`src/rtl/dct2_pkg.sv`:
```
// Shared lifting helpers for the DCT rotators: quantized constants and the
// truncating fixed-point multiply used by both the forward and inverse stages.
package dct2_pkg;

    function automatic int lift_tan(input real angle, input int point);
        return $rtoi($tan(angle / 2.0) * (2.0 ** point));
    endfunction

    function automatic int lift_sin(input real angle, input int point);
        return $rtoi($sin(angle) * (2.0 ** point));
    endfunction

    // Full signed product, then floor shift; callers truncate to their sample width.
    function automatic logic signed [63:0] lift_mult(input logic signed [31:0] a,
                                                     input logic signed [31:0] b,
                                                     input int point);
        logic signed [63:0] prod;
        prod = 64'(a) * 64'(b);
        return prod >>> point;
    endfunction

endpackage

```
`src/rtl/lifting_stage.sv`:
```
// Single-entry valid/ready register applying one lifting step:
// one lane gets +/- M(other lane, K), the other lane passes through.
module lifting_stage
    import dct2_pkg::*;
#(
    parameter int                      Width         = 16,
    parameter int                      Point         = 8,
    parameter int                      SideDataWidth = 1,
    parameter logic signed [Width-1:0] K             = '0,
    parameter bit                      UpdateLane2   = 1'b0,
    parameter bit                      Subtract      = 1'b1
) (
    input  logic                     clk_i,
    input  logic                     rst_i,
    input  logic                     up_valid,
    output logic                     up_ready,
    input  logic signed [Width-1:0]  up_x1,
    input  logic signed [Width-1:0]  up_x2,
    input  logic [SideDataWidth-1:0] up_side,
    output logic                     dn_valid,
    input  logic                     dn_ready,
    output logic signed [Width-1:0]  dn_x1,
    output logic signed [Width-1:0]  dn_x2,
    output logic [SideDataWidth-1:0] dn_side
);

    logic signed [Width-1:0] src;
    logic signed [Width-1:0] target;
    logic signed [Width-1:0] term;
    logic signed [Width-1:0] upd;

    assign up_ready = !dn_valid || dn_ready;

    always_comb begin
        src    = UpdateLane2 ? up_x1 : up_x2;
        target = UpdateLane2 ? up_x2 : up_x1;
        term   = Width'(lift_mult(32'(src), 32'(K), Point));
        upd    = Subtract ? target - term : target + term;
    end

    always_ff @(posedge clk_i) begin
        if (rst_i) begin
            dn_valid <= 1'b0;
        end else if (up_ready) begin
            dn_valid <= up_valid;
        end
    end

    // Payload is not reset; it is only meaningful while dn_valid is set.
    always_ff @(posedge clk_i) begin
        if (up_valid && up_ready) begin
            dn_x1   <= UpdateLane2 ? up_x1 : upd;
            dn_x2   <= UpdateLane2 ? upd : up_x2;
            dn_side <= up_side;
        end
    end

endmodule

```
`src/rtl/inv_rotate.sv`:
```
// Inverse DCT lifting rotation: undoes the forward rotator bit-exactly with
// lifting steps tan, sin, tan behind a registered-ready two-entry skid buffer.
module inv_rotate
    import dct2_pkg::*;
#(
    parameter int  Width         = 16,
    parameter int  Point         = 8,
    parameter real Angle         = 0.0,
    parameter int  SideDataWidth = 1
) (
    input  logic                     clk_i,
    input  logic                     rst_i,
    output logic                     s_ready_o,
    input  logic                     s_valid_i,
    input  logic signed [Width-1:0]  s_y1_i,
    input  logic signed [Width-1:0]  s_y2_i,
    input  logic [SideDataWidth-1:0] s_side_data_i,
    input  logic                     m_ready_i,
    output logic                     m_valid_o,
    output logic signed [Width-1:0]  m_x1_o,
    output logic signed [Width-1:0]  m_x2_o,
    output logic [SideDataWidth-1:0] m_side_data_o
);

    localparam logic signed [Width-1:0] Tan = Width'(lift_tan(Angle, Point));
    localparam logic signed [Width-1:0] Sin = Width'(lift_sin(Angle, Point));

    logic                     ready_q;
    logic                     accept;
    logic                     main_valid, main_valid_nx;
    logic                     skid_valid, skid_valid_nx;
    logic                     main_ready;
    logic signed [Width-1:0]  main_y1, main_y2, main_y1_nx, main_y2_nx;
    logic signed [Width-1:0]  skid_y1, skid_y2, skid_y1_nx, skid_y2_nx;
    logic [SideDataWidth-1:0] main_side, main_side_nx, skid_side, skid_side_nx;

    assign accept    = s_valid_i && ready_q;
    assign s_ready_o = ready_q;

    // Skid only fills when main is occupied and stage 1 is stalled.
    always_comb begin
        main_valid_nx = main_valid;
        skid_valid_nx = skid_valid;
        main_y1_nx    = main_y1;
        main_y2_nx    = main_y2;
        main_side_nx  = main_side;
        skid_y1_nx    = skid_y1;
        skid_y2_nx    = skid_y2;
        skid_side_nx  = skid_side;
        if (!main_valid || main_ready) begin
            if (skid_valid) begin
                main_valid_nx = 1'b1;
                skid_valid_nx = 1'b0;
                main_y1_nx    = skid_y1;
                main_y2_nx    = skid_y2;
                main_side_nx  = skid_side;
            end else begin
                main_valid_nx = accept;
                if (accept) begin
                    main_y1_nx   = s_y1_i;
                    main_y2_nx   = s_y2_i;
                    main_side_nx = s_side_data_i;
                end
            end
        end else if (accept) begin
            skid_valid_nx = 1'b1;
            skid_y1_nx    = s_y1_i;
            skid_y2_nx    = s_y2_i;
            skid_side_nx  = s_side_data_i;
        end
    end

    always_ff @(posedge clk_i) begin
        if (rst_i) begin
            main_valid <= 1'b0;
            skid_valid <= 1'b0;
            ready_q    <= 1'b1;
        end else begin
            main_valid <= main_valid_nx;
            skid_valid <= skid_valid_nx;
            ready_q    <= !skid_valid_nx;
        end
    end

    always_ff @(posedge clk_i) begin
        main_y1   <= main_y1_nx;
        main_y2   <= main_y2_nx;
        main_side <= main_side_nx;
        skid_y1   <= skid_y1_nx;
        skid_y2   <= skid_y2_nx;
        skid_side <= skid_side_nx;
    end

    logic                     u_valid, u_ready, v_valid, v_ready;
    logic signed [Width-1:0]  u_x1, u_x2, v_x1, v_x2;
    logic [SideDataWidth-1:0] u_side, v_side;

    lifting_stage #(
        .Width(Width), .Point(Point), .SideDataWidth(SideDataWidth),
        .K(Tan), .UpdateLane2(1'b0), .Subtract(1'b1)
    ) u_stage1 (
        .clk_i   (clk_i),
        .rst_i   (rst_i),
        .up_valid(main_valid),
        .up_ready(main_ready),
        .up_x1   (main_y1),
        .up_x2   (main_y2),
        .up_side (main_side),
        .dn_valid(u_valid),
        .dn_ready(u_ready),
        .dn_x1   (u_x1),
        .dn_x2   (u_x2),
        .dn_side (u_side)
    );

    lifting_stage #(
        .Width(Width), .Point(Point), .SideDataWidth(SideDataWidth),
        .K(Sin), .UpdateLane2(1'b1), .Subtract(1'b0)
    ) u_stage2 (
        .clk_i   (clk_i),
        .rst_i   (rst_i),
        .up_valid(u_valid),
        .up_ready(u_ready),
        .up_x1   (u_x1),
        .up_x2   (u_x2),
        .up_side (u_side),
        .dn_valid(v_valid),
        .dn_ready(v_ready),
        .dn_x1   (v_x1),
        .dn_x2   (v_x2),
        .dn_side (v_side)
    );

    lifting_stage #(
        .Width(Width), .Point(Point), .SideDataWidth(SideDataWidth),
        .K(Tan), .UpdateLane2(1'b0), .Subtract(1'b1)
    ) u_stage3 (
        .clk_i   (clk_i),
        .rst_i   (rst_i),
        .up_valid(v_valid),
        .up_ready(v_ready),
        .up_x1   (v_x1),
        .up_x2   (v_x2),
        .up_side (v_side),
        .dn_valid(m_valid_o),
        .dn_ready(m_ready_i),
        .dn_x1   (m_x1_o),
        .dn_x2   (m_x2_o),
        .dn_side (m_side_data_o)
    );

endmodule

```
`config.mk`:
```
export PLATFORM = sky130hd
export DESIGN_NAME = inv_rotate
export DESIGN_NICKNAME = d
export VERILOG_FILES = /design/src/rtl/dct2_pkg.sv /design/src/rtl/lifting_stage.sv /design/src/rtl/inv_rotate.sv
export SDC_FILE = /design/constraint.sdc
export NUM_CORES = 1
export LEC_CHECK = 0
export ABC_AREA = 1
export CAP_MARGIN = 5
export CELL_PAD_IN_SITES_DETAIL_PLACEMENT = 2
export CELL_PAD_IN_SITES_GLOBAL_PLACEMENT = 2
export CORE_MARGIN = 2
export CORE_UTILIZATION = 36
export CTS_CLUSTER_SIZE = 25
export DETAILED_ROUTE_END_ITERATION = 8
export GPL_TIMING_DRIVEN = 0
export PLACE_DENSITY_LB_ADDON = 0.1
export SLEW_MARGIN = 10
export SYNTH_ARGS = -nofsm -noshare
export SYNTH_HDL_FRONTEND = slang
export SYNTH_SLANG_ARGS = --single-unit
```
`constraint.sdc`:
```
create_clock -name clk_i -period 2.93 [get_ports clk_i]
set_clock_uncertainty 0.1 [all_clocks]
set_input_delay 0.7325 -clock clk_i [delete_from_list [all_inputs] [get_ports clk_i]]
set_output_delay 0.7325 -clock clk_i [all_outputs]
set_load 0.03 [all_outputs]
```
==> impl_metrics.tcl <==
set metrics [dict create \
    initial_core_util 0.3693 \
    dr.pass1.iters 6 \
    clkSinkCount 171 \
    routabilityCongestion 0.6818 \
    worstPathMaxFanout 1 \
    wl_met1_mm 4.710 \
    p_leak_nw 2.617 \
    highest_layer "met4" \
    max-cap-violations 0 \
    startpoint_type "flop" \
    top_level_ports 72 \
    cts_made_buffers 17 \
    path_cells "clkdlybuf4s50_1" \
    endpoint_kind "output pin" \
    rsz0062_at_grt "no" \
    power_density_nw_per_um2 758.1 \
    slew_viol_final 0 \
    cts.repair.resized 0 \
    yosys_register_bits 171 \
    drc 0 \
    drtAntennaViolNets 0 \
    dieArea_sq_um 16670 \
    grt_max_degree 34 \
    antenna_found_initial 0 \
    cp_top_family "buffers and inverters" \
    layout_commonest_cell "edfxtp_1" \
    path_clk_slew_ns 0.06 \
    clockRootBuffer "clkbuf_16" \
    postLayoutCoreUtil 0.4863 \
    hold_path.class "reg2reg" \
    cts_hold_buf 0 \
    fin_crit_sh 0.7861 \
    cts_tree "done" \
    grt_pass1_vias 3054 \
    core_area_sq_um 15260 \
    critPathArrivalTime_ns 1.47 \
    die_x_um 129.1 \
    worst_slew_pin_slew_ns 0.8073 \
    max_clock_freq_mhz 434.1 \
    seqCellArea_sq_um 5075 \
    r2r_slack_ns 0.98 \
    synthMuxAreaShare 0 \
    path_buf_inv 1 \
    grt_pass1_wl_mm 17.73 \
    ir_drop_v 0.0003892 \
    required_ns 2.10 \
    overflow 0 \
    synth_area_sq_um 5635 \
    syn_area_per_cell_sq_um 18.30 \
    synthAdderAreaFrac 0 \
    synth.distinct_cells 14 \
    syn_to_final_growth_pct 31.68 \
    synth_xor_area_frac 0 \
    synth_compound_area_frac 0.002664 \
    synth_top_family_by_area "simple AND/OR/NAND/NOR gates" \
    clkLatencyLatePin_ns 0.42 \
    layout_common_cells "165 x edfxtp_1, 105 x nand2_1, 71 x clkdlybuf4s50_1" \
    seq_area_frac_synth 0.9005 \
    h-tree-depth 4 \
    drtIter0Drc 206 \
    slowest_delay_ns 0.68 \
    postCtsSetupBuffers 0 \
    fin_crit_ns 2.303 \
    setup_tns_ns 0 \
    setup_viol 0 \
    grt_usage 0.1494 \
    hold_violations 0 \
    power.total_w 0.005626 \
    yosysWarnings 0 \
    crit_path_top_delay_cell "clkdlybuf4s50_1" \
    portBuffers 71 \
    multi_input_area_sq_um 501.7 \
    yosys.area_share.simple 0.08171 \
    finalWirelength_mm 11.49 \
    relSlewSlack 0.4610 \
    synth_nets 345 \
    final_nets 438 \
    hpwl_mm 7.019 \
    drive_gt1_frac 0.1135 \
    hold_slack_ns 0.3184 \
    dr_wl_met3_um 398 \
    syn_inst 308 \
    dr_wl_met2_mm 6.265 \
    vias_per_cell 4.419 \
    wire_per_inst_um 18.38 \
    die_h_um 129.1 \
    insertedDiodeCount 0 \
    crit_type "reg2out" \
    fillCellCount 1393 \
    rows 45 \
    status "complete, no violations" \
    cts_max_path_buffers 2 \
    vias 2762 \
]
layer usage:
metal | vias to the layer above | global-route usage
met1 | 1400 | 0.1686
met4 | 0 | 0.04220
met5 | - | 0
met2 | 58 | 0.2721
met3 | 10 | 0.04707
li1 | 1294 | -
power by group:
part           internal [W]  switching (W)
registers           0.00275      0.0000228
clock network       0.00176       0.000924
logic             0.0000719      0.0000897
total               0.00459        0.00104
area by class of cell:
cell class	instances	area share
buffer	7	0.006070
clock buffer	18	0.05783
timing repair buffer	74	0.1069
multi-input combinational	120	0.06761
inverter	10	0.005395
tap	211	0.03558
sequential	171	0.6839
clock inverter	14	0.03676
stage by stage:
step / cells / cell area [sq um] / worst slack (ns)
2_1_floorplan: 308 / 5642 / 0.2191
3_3_place_gp: 590 / 6616 / -1.207
3_5_place_dp: 593 / 6719 / 0.1902
4_1_cts: 625 / 7421 / 0.6018
5_1_grt: 625 / 7421 / 0.5076
6_report: 625 / 7421 / 0.6266
path summary, 6_finish.rpt:
path / startpoint / end / depth (start not counted)
min reg2reg: u_stage2.dn_x2[7] / u_stage3.dn_x2[7] / 0
min: u_stage2.dn_x2[7] / u_stage3.dn_x2[7] / 0
max: u_stage3.dn_x1[8] / m_x1_o[8] / 1
max reg2reg: skid_valid / main_y2[10] / 6
registers in the layout, indices dropped and copies added (netlist names):
signal and cells:
main_y1 16, main_y2 16, skid_y1 16, skid_y2 16, u_stage1.dn_x1 16, u_stage1.dn_x2 16
u_stage2.dn_x1 16, u_stage2.dn_x2 16, u_stage3.dn_x1 16, u_stage3.dn_x2 16, main_side 1, main_valid 1
s_ready_o 1, skid_side 1, skid_valid 1, u_stage1.dn_side 1, u_stage1.dn_valid 1, u_stage2.dn_side 1
u_stage2.dn_valid 1, u_stage3.dn_side 1, u_stage3.dn_valid 1
synthesized netlist by cell type:
cell | count | area share
nand4_1 | 1 | 0.0011
nand3_1 | 2 | 0.0018
buf_2 | 3 | 0.0027
inv_4 | 1 | 0.0011
nand3_2 | 1 | 0.0018
dfxtp_1 | 6 | 0.021
nand2_2 | 1 | 0.0011
nand2_1 | 105 | 0.070
a21oi_1 | 3 | 0.0027
edfxtp_1 | 165 | 0.88
buf_4 | 4 | 0.0053
nor2_4 | 1 | 0.0020
nor2_1 | 6 | 0.0040
inv_1 | 9 | 0.0060
kinds of logic (layout without fill, tap and decap cells):
| group | after synthesis | after routing |
|---|---|---|
| flip-flops | 171 | 171 |
| buffers and inverters | 17 | 123 |
| AO/OA/AOI/OAI | 3 | 3 |
| AND/OR/NAND/NOR | 117 | 117 |
Note: power is estimated with default switching activity, not from simulation.
